`src/rtl/pixel_cfg_pkg.sv`:
```
// ---------------------------------------------------------------------------
// pixel_cfg_pkg
// Definitions shared by the 8-lane parallel capture path and its transmit
// counterpart (parallel_pattern_tx):
//   - tx_state_e        : transmitter FSM state encoding
//   - SAMPLES_PER_WORD  : 8-bit samples packed into one FIFO word
//   - LANE_WIDTH        : number of parallel lanes (bits per sample)
//   - DEFAULT_HEADER    : lane pattern that marks the start of a burst
//   - DEFAULT_IDLE_PATTERN : lane pattern driven between bursts
//   - lane_select()     : extracts one sample from a packed word
// ---------------------------------------------------------------------------
package pixel_cfg_pkg;

  typedef enum logic [2:0] {
    ST_IDLE   = 3'd0,
    ST_ARM    = 3'd1,
    ST_HEADER = 3'd2,
    ST_DATA   = 3'd3,
    ST_DONE   = 3'd4
  } tx_state_e;

  localparam int SAMPLES_PER_WORD = 4;
  localparam int LANE_WIDTH       = 8;
  localparam int WORD_BITS        = SAMPLES_PER_WORD * LANE_WIDTH;

  localparam logic [LANE_WIDTH-1:0] DEFAULT_HEADER       = 8'hA5;
  localparam logic [LANE_WIDTH-1:0] DEFAULT_IDLE_PATTERN = 8'h00;

  // Sample idx of a packed word; sample 0 sits in the low byte.
  function automatic logic [LANE_WIDTH-1:0] lane_select(
    input logic [WORD_BITS-1:0] word,
    input logic [1:0]           idx
  );
    return word[LANE_WIDTH*idx +: LANE_WIDTH];
  endfunction

endpackage

```
`src/rtl/parallel_pattern_tx.sv`:
```
// ---------------------------------------------------------------------------
// parallel_pattern_tx
// FIFO reader feeding 8 parallel output lanes. On start it waits for the
// FIFO to hold data, drives HEADER for HEADER_LEN cycles, then unpacks
// NWORDS FIFO words (4 samples each, low byte first) onto fd0..fd7, one
// sample per clock with no gap between words.
//
// Ports:
//   clk, rst_n    clock (rising edge) / asynchronous active-low reset
//   start         begins a burst; only looked at while idle
//   fifo_empty    FIFO status
//   fifo_dout     FIFO read data, valid the cycle after fifo_rd_en
//   fifo_rd_en    FIFO read strobe (never raised while fifo_empty=1)
//   fd0..fd7      registered lanes, fd0 = sample bit 0
//   busy          high while a burst is in progress
//   done          one-cycle pulse after the last sample of a full burst
//   underrun      sticky: FIFO ran dry mid-burst; cleared by next start
// ---------------------------------------------------------------------------
module parallel_pattern_tx
  import pixel_cfg_pkg::*;
#(
  parameter int                     NWORDS       = 100,
  parameter int                     FIFO_WIDTH   = 36,
  parameter logic [LANE_WIDTH-1:0]  HEADER       = DEFAULT_HEADER,
  parameter int                     HEADER_LEN   = 4,
  parameter logic [LANE_WIDTH-1:0]  IDLE_PATTERN = DEFAULT_IDLE_PATTERN
) (
  input  logic                  clk,
  input  logic                  rst_n,
  input  logic                  start,
  input  logic                  fifo_empty,
  input  logic [FIFO_WIDTH-1:0] fifo_dout,
  output logic                  fifo_rd_en,
  output logic                  fd0,
  output logic                  fd1,
  output logic                  fd2,
  output logic                  fd3,
  output logic                  fd4,
  output logic                  fd5,
  output logic                  fd6,
  output logic                  fd7,
  output logic                  busy,
  output logic                  done,
  output logic                  underrun
);

  localparam int CNT_W  = $clog2(NWORDS + 1);
  localparam int HCNT_W = $clog2(HEADER_LEN);
  localparam int IDX_W  = 2;

  localparam logic [CNT_W-1:0]  LAST_WORD    = CNT_W'(NWORDS - 1);
  localparam logic [HCNT_W-1:0] HDR_LAST     = HCNT_W'(HEADER_LEN - 1);
  localparam logic [IDX_W-1:0]  IDX_PREFETCH = IDX_W'(SAMPLES_PER_WORD - 2);
  localparam logic [IDX_W-1:0]  IDX_LAST     = IDX_W'(SAMPLES_PER_WORD - 1);

  tx_state_e              state_q, state_d;
  logic [HCNT_W-1:0]      hcnt_q,  hcnt_d;
  logic [IDX_W-1:0]       idx_q,   idx_d;
  logic [CNT_W-1:0]       wcnt_q,  wcnt_d;
  logic [WORD_BITS-1:0]   shift_q, shift_d;
  logic [LANE_WIDTH-1:0]  fd_q,    fd_d;
  logic                   busy_q,  busy_d;
  logic                   done_q,  done_d;
  logic                   under_q, under_d;
  logic                   is_last_word;

  // Only the 4 packed samples are transmitted; the tag bits above them
  // are intentionally dropped.
  if (FIFO_WIDTH > WORD_BITS) begin : g_tag_bits
    logic unused_tag;
    assign unused_tag = ^fifo_dout[FIFO_WIDTH-1:WORD_BITS];
  end

  // NOTE: every signal driven here gets a default before the case so no
  // path leaves it unassigned, which would otherwise infer a latch.
  always_comb begin
    state_d      = state_q;
    hcnt_d       = hcnt_q;
    idx_d        = idx_q;
    wcnt_d       = wcnt_q;
    shift_d      = shift_q;
    under_d      = under_q;
    fifo_rd_en   = 1'b0;
    is_last_word = (wcnt_q == LAST_WORD);

    unique case (state_q)
      ST_IDLE: begin
        if (start) begin
          state_d = ST_ARM;
          under_d = 1'b0;
          wcnt_d  = '0;
        end
      end

      ST_ARM: begin
        if (!fifo_empty) begin
          state_d = ST_HEADER;
          hcnt_d  = '0;
        end
      end

      ST_HEADER: begin
        // ARM only exits on a non-empty FIFO, so the first read is safe.
        if (hcnt_q == '0) fifo_rd_en = 1'b1;
        if (hcnt_q == HCNT_W'(1)) shift_d = fifo_dout[WORD_BITS-1:0];
        if (hcnt_q == HDR_LAST) begin
          state_d = ST_DATA;
          idx_d   = '0;
        end else begin
          hcnt_d = hcnt_q + HCNT_W'(1);
        end
      end

      ST_DATA: begin
        // Fetch the next word two samples early so it lands exactly when
        // the current word's last sample is on the lanes.
        if (idx_q == IDX_PREFETCH && !is_last_word) begin
          if (!fifo_empty) fifo_rd_en = 1'b1;
          else             under_d    = 1'b1;
        end
        if (idx_q == IDX_LAST) begin
          wcnt_d = wcnt_q + CNT_W'(1);
          if (is_last_word) begin
            state_d = ST_DONE;
          end else if (under_q) begin
            // Prefetch failed: finish this word, then abandon the burst.
            state_d = ST_IDLE;
          end else begin
            shift_d = fifo_dout[WORD_BITS-1:0];
            idx_d   = '0;
          end
        end else begin
          idx_d = idx_q + IDX_W'(1);
        end
      end

      ST_DONE: state_d = ST_IDLE;

      default: state_d = ST_IDLE;
    endcase

    // Registered outputs are derived from the next state so they line up
    // with the state register in the same cycle.
    busy_d = (state_d != ST_IDLE);
    done_d = (state_d == ST_DONE);
    unique case (state_d)
      ST_HEADER: fd_d = HEADER;
      ST_DATA:   fd_d = lane_select(shift_d, idx_d);
      default:   fd_d = IDLE_PATTERN;
    endcase
  end

  // NOTE: state is updated only with non-blocking assignments so every
  // register samples the pre-edge values regardless of statement order.
  always_ff @(posedge clk or negedge rst_n) begin
    if (!rst_n) begin
      state_q <= ST_IDLE;
      hcnt_q  <= '0;
      idx_q   <= '0;
      wcnt_q  <= '0;
      shift_q <= '0;
      fd_q    <= IDLE_PATTERN;
      busy_q  <= 1'b0;
      done_q  <= 1'b0;
      under_q <= 1'b0;
    end else begin
      state_q <= state_d;
      hcnt_q  <= hcnt_d;
      idx_q   <= idx_d;
      wcnt_q  <= wcnt_d;
      shift_q <= shift_d;
      fd_q    <= fd_d;
      busy_q  <= busy_d;
      done_q  <= done_d;
      under_q <= under_d;
    end
  end

  assign fd0      = fd_q[0];
  assign fd1      = fd_q[1];
  assign fd2      = fd_q[2];
  assign fd3      = fd_q[3];
  assign fd4      = fd_q[4];
  assign fd5      = fd_q[5];
  assign fd6      = fd_q[6];
  assign fd7      = fd_q[7];
  assign busy     = busy_q;
  assign done     = done_q;
  assign underrun = under_q;

endmodule
```
`config.mk`:
```
export PLATFORM = sky130hd
export DESIGN_NAME = parallel_pattern_tx
export DESIGN_NICKNAME = d
export VERILOG_FILES = /design/src/rtl/pixel_cfg_pkg.sv /design/src/rtl/parallel_pattern_tx.sv
export SDC_FILE = /design/constraint.sdc
export NUM_CORES = 1
export LEC_CHECK = 0
export CORE_ASPECT_RATIO = 0.9
export CORE_MARGIN = 5
export CORE_UTILIZATION = 48
export CTS_CLUSTER_DIAMETER = 40
export DETAILED_ROUTE_END_ITERATION = 7
export PLACE_DENSITY = 0.81
export SLEW_MARGIN = 20
export SYNTH_ARGS = -nofsm -noshare
export SYNTH_HDL_FRONTEND = slang
export SYNTH_SLANG_ARGS = --single-unit
```
`constraint.sdc`:
```
create_clock -name clk -period 2 [get_ports clk]
set_input_delay 0.4 -clock clk [delete_from_list [all_inputs] [get_ports clk]]
set_output_delay 0.4 -clock clk [all_outputs]
set_load 0.02 [all_outputs]
```
==> flow_metrics.tcl, run 1 <==
set metrics [dict create \
    period_needed_ps 2269 \
    grt_usage_pct 19.68 \
    timing.reg2reg.setup_slack_ps -270 \
    synthCells 253 \
    cts_buffers 9 \
    final_cells 455 \
    relSlewSlack_pct 68.10 \
    netlist_area_um2 3034 \
    hold_ws_ps 7.952 \
    synth_seq_cells 57 \
    grt_busiest_layer "met2" \
    synth_commonest_cells "57 x dfrtp_1, 38 x mux2_2, 20 x mux2i_1" \
    fp.dieH_um 85.43 \
    r2r-start "wcnt_q[0]$_DFFE_PN0P_" \
    yosysWarnings 0 \
    drtIter0Drc 116 \
    period_share_pct 113.5 \
    die_w_um 93.81 \
    path_clk_slew_ps 70 \
    cts.sinks 57 \
    antenna_cells 0 \
    antenna_left 0 \
    synth_most_common_cell "dfrtp_1" \
    final_net_count 410 \
    wirelength_um 7494 \
    cts_tree "built" \
    synth_nets 299 \
    power_density_nw_per_um2 1931 \
    area_delta_synth_final_pct 45.69 \
    ys_types 55 \
    hpwlAfterDp_um 5201 \
    syn-mean-instance-area_um2 11.99 \
    post-place-ws_ps -275.1 \
    place.gp.congestion 0.8116 \
    leakage_uw 0.001989 \
    synth_area_leaders "dfrtp_1 47%, mux2_2 14%, mux2i_1 6.6%" \
    yosysTopAreaCell "dfrtp_1" \
    grt_overflow 0 \
    grt_pass1_vias 2555 \
    drv_slew 0 \
    reg2reg_depth 9 \
    crit_type "reg -> reg" \
    finalPower_uw 8538 \
    fmax_mhz 440.7 \
    placementRows 27 \
    htreeDepth 3 \
    grt_use_met3_pct 6.028 \
    wire_per_inst_um 16.47 \
    via_per_inst 5.389 \
    dieArea_um2 8013 \
    route.detailed.drc 0 \
    status "complete, but fails checks" \
    drive_above_1_share_pct 42.12 \
    rsz0062_at_grt "true" \
    pin_count 52 \
    startpoint_type "flip-flop" \
    grt_max_degree 38 \
    yosys.area.top_type_share_pct 47.01 \
    critPathRequiredTime_ps 2220 \
    worst_clock_skew_ps 10.73 \
    cts-root-buf "clkbuf_8" \
    cp_data_arrival_time_ps 2490 \
    layout_setup_ws_ps -269.1 \
    violations "negative setup slack" \
    coreArea_um2 6148 \
    synth_edf_count 0 \
    ir_drop_v 0.001041 \
    yosys_most_used_dff "dfrtp_1" \
    dr.pass1.iters 4 \
    via_count 2452 \
    hp-class "in -> async" \
    initial_core_util_pct 49.35 \
    setup_violations 16 \
    async_reset_ff_share_pct 100.0 \
    r2r-end "fd_q[6]$_DFF_PN0_" \
    endpoint_kind "flip-flop" \
    clock_latency_ps 350 \
    gr-usage-met2_pct 31.08 \
    finalHoldViolations 0 \
    grt_pass1_wl_um 12280 \
    maxCapViolCount 0 \
    io_buffers 47 \
    clk_path_buf_depth 2 \
    dpl.cell_count 429 \
    synth_seq_area_share_pct 47.01 \
    cp_max_fo 3 \
    worst_pin_slew_ps 478.4 \
    antenna_found_initial 0 \
    grtUsageMet1_pct 24.79 \
]
==> report_power, final <==
part	internal, uW	leakage (uW)	switching [uW]
Clock	505	0.0000882	437
Sequential	1710	0.000682	276
Combinational	3140	0.00122	2470
==> registers in the layout (all words and copies together) (netlist names) <==
name      flops
state_q       3
shift_q      32
underrun      1
busy          1
hcnt_q        2
fd_q          8
idx_q         2
done          1
wcnt_q        7
==> area by class of cell <==
| class | instances | area (um^2) |
|---|---|---|
| Clock buffer | 12 | 155.1 |
| Fill cell | 415 | 1728 |
| Clock inverter | 3 | 17.52 |
| Multi-Input combinational cell | 173 | 1607 |
| Timing Repair Buffer | 111 | 1050 |
| Inverter | 12 | 55.05 |
| Tap cell | 87 | 108.9 |
| Sequential cell | 57 | 1428 |
==> per-stage QoR <==
stage	TNS, ps	area (um^2)	util, %
4_1_cts	-1379	4302	69.96
3_5_place_dp	-2695	4020	65.38
6_report	-1786	4420	71.90
5_1_grt	-4682	4420	71.90
2_1_floorplan	-345.5	3070	-
3_3_place_gp	-1193	4020	65.38
==> metal layers <==
layer  vias to the layer above  wire length, um
li1                       1138                -
met1                      1238             3186
met2                        60             3827
met3                        16              324
met4                         0              155
met5                         -                0
==> critical path: stages (launching register included) <==
cell and delay, ps:
dfrtp_1 350, ha_2 180, nand4b_1 160, buf_4 190, o211ai_1 340, a31oi_4 190
buf_6 160, mux4_2 430, nand2_2 90, o21ai_2 60
==> how the worst max path moves through the flow <==
stage          depth (start not counted)                  start           endpoint
3_3_place_gp                           5             fifo_empty         fifo_rd_en
2_1_floorplan                          9   state_q[2]$_DFF_PN0_  fd_q[7]$_DFF_PN0_
4_1_cts                                9  wcnt_q[1]$_DFFE_PN0P_  fd_q[0]$_DFF_PN0_
5_1_grt                                9  wcnt_q[0]$_DFFE_PN0P_  fd_q[6]$_DFF_PN0_
6_report                               9  wcnt_q[0]$_DFFE_PN0P_  fd_q[6]$_DFF_PN0_
3_5_place_dp                           5             fifo_empty         fifo_rd_en
==> layout by cell type (no fill, tap or decap), types with 5 or more instances in the layout <==
cell             instances
dfrtp_1                 56
buf_4                   51
clkdlybuf4s50_1         45
mux2_2                  31
mux2i_1                 17
nor2_1                  13
nand2_1                 11
clkbuf_8                11
inv_1                    9
nand3_1                  7
mux2_4                   7
buf_12                   6
nand2_2                  5
buf_6                    5
==> cells by family (layout without fill, tap and decap cells) <==
kind of cell,Yosys count,in the layout,synth area share (%)
AND/OR/NAND/NOR,67,67,12.49
multiplexers,61,61,22.56
flip-flops,57,57,47.01
AO/OA/AOI/OAI,34,34,9.567
buffers and inverters,23,138,4.454
adder cells (fa/ha/maj),6,6,2.474
XOR/XNOR,5,5,1.444
==> repair_timing <==
item,in CTS,in global routing
pin swaps,5,9
endpoints found under the setup margin,24,38
buffers inserted,3,8
gates resized for setup,29,17
hold buffers,0,0
Power figures use the tool's default switching activity.
==> run 2, diff against run 1 <==
--- a/config.mk
+++ b/config.mk
@@ -9,6 +9,7 @@
 export CORE_MARGIN = 5
 export CORE_UTILIZATION = 48
 export CTS_CLUSTER_DIAMETER = 40
+export CTS_CLUSTER_SIZE = 20
 export DETAILED_ROUTE_END_ITERATION = 7
 export PLACE_DENSITY = 0.81
 export SLEW_MARGIN = 20
==> results of run 2 <==
The final DEF is identical to that of run 1; final timing and power are the same.
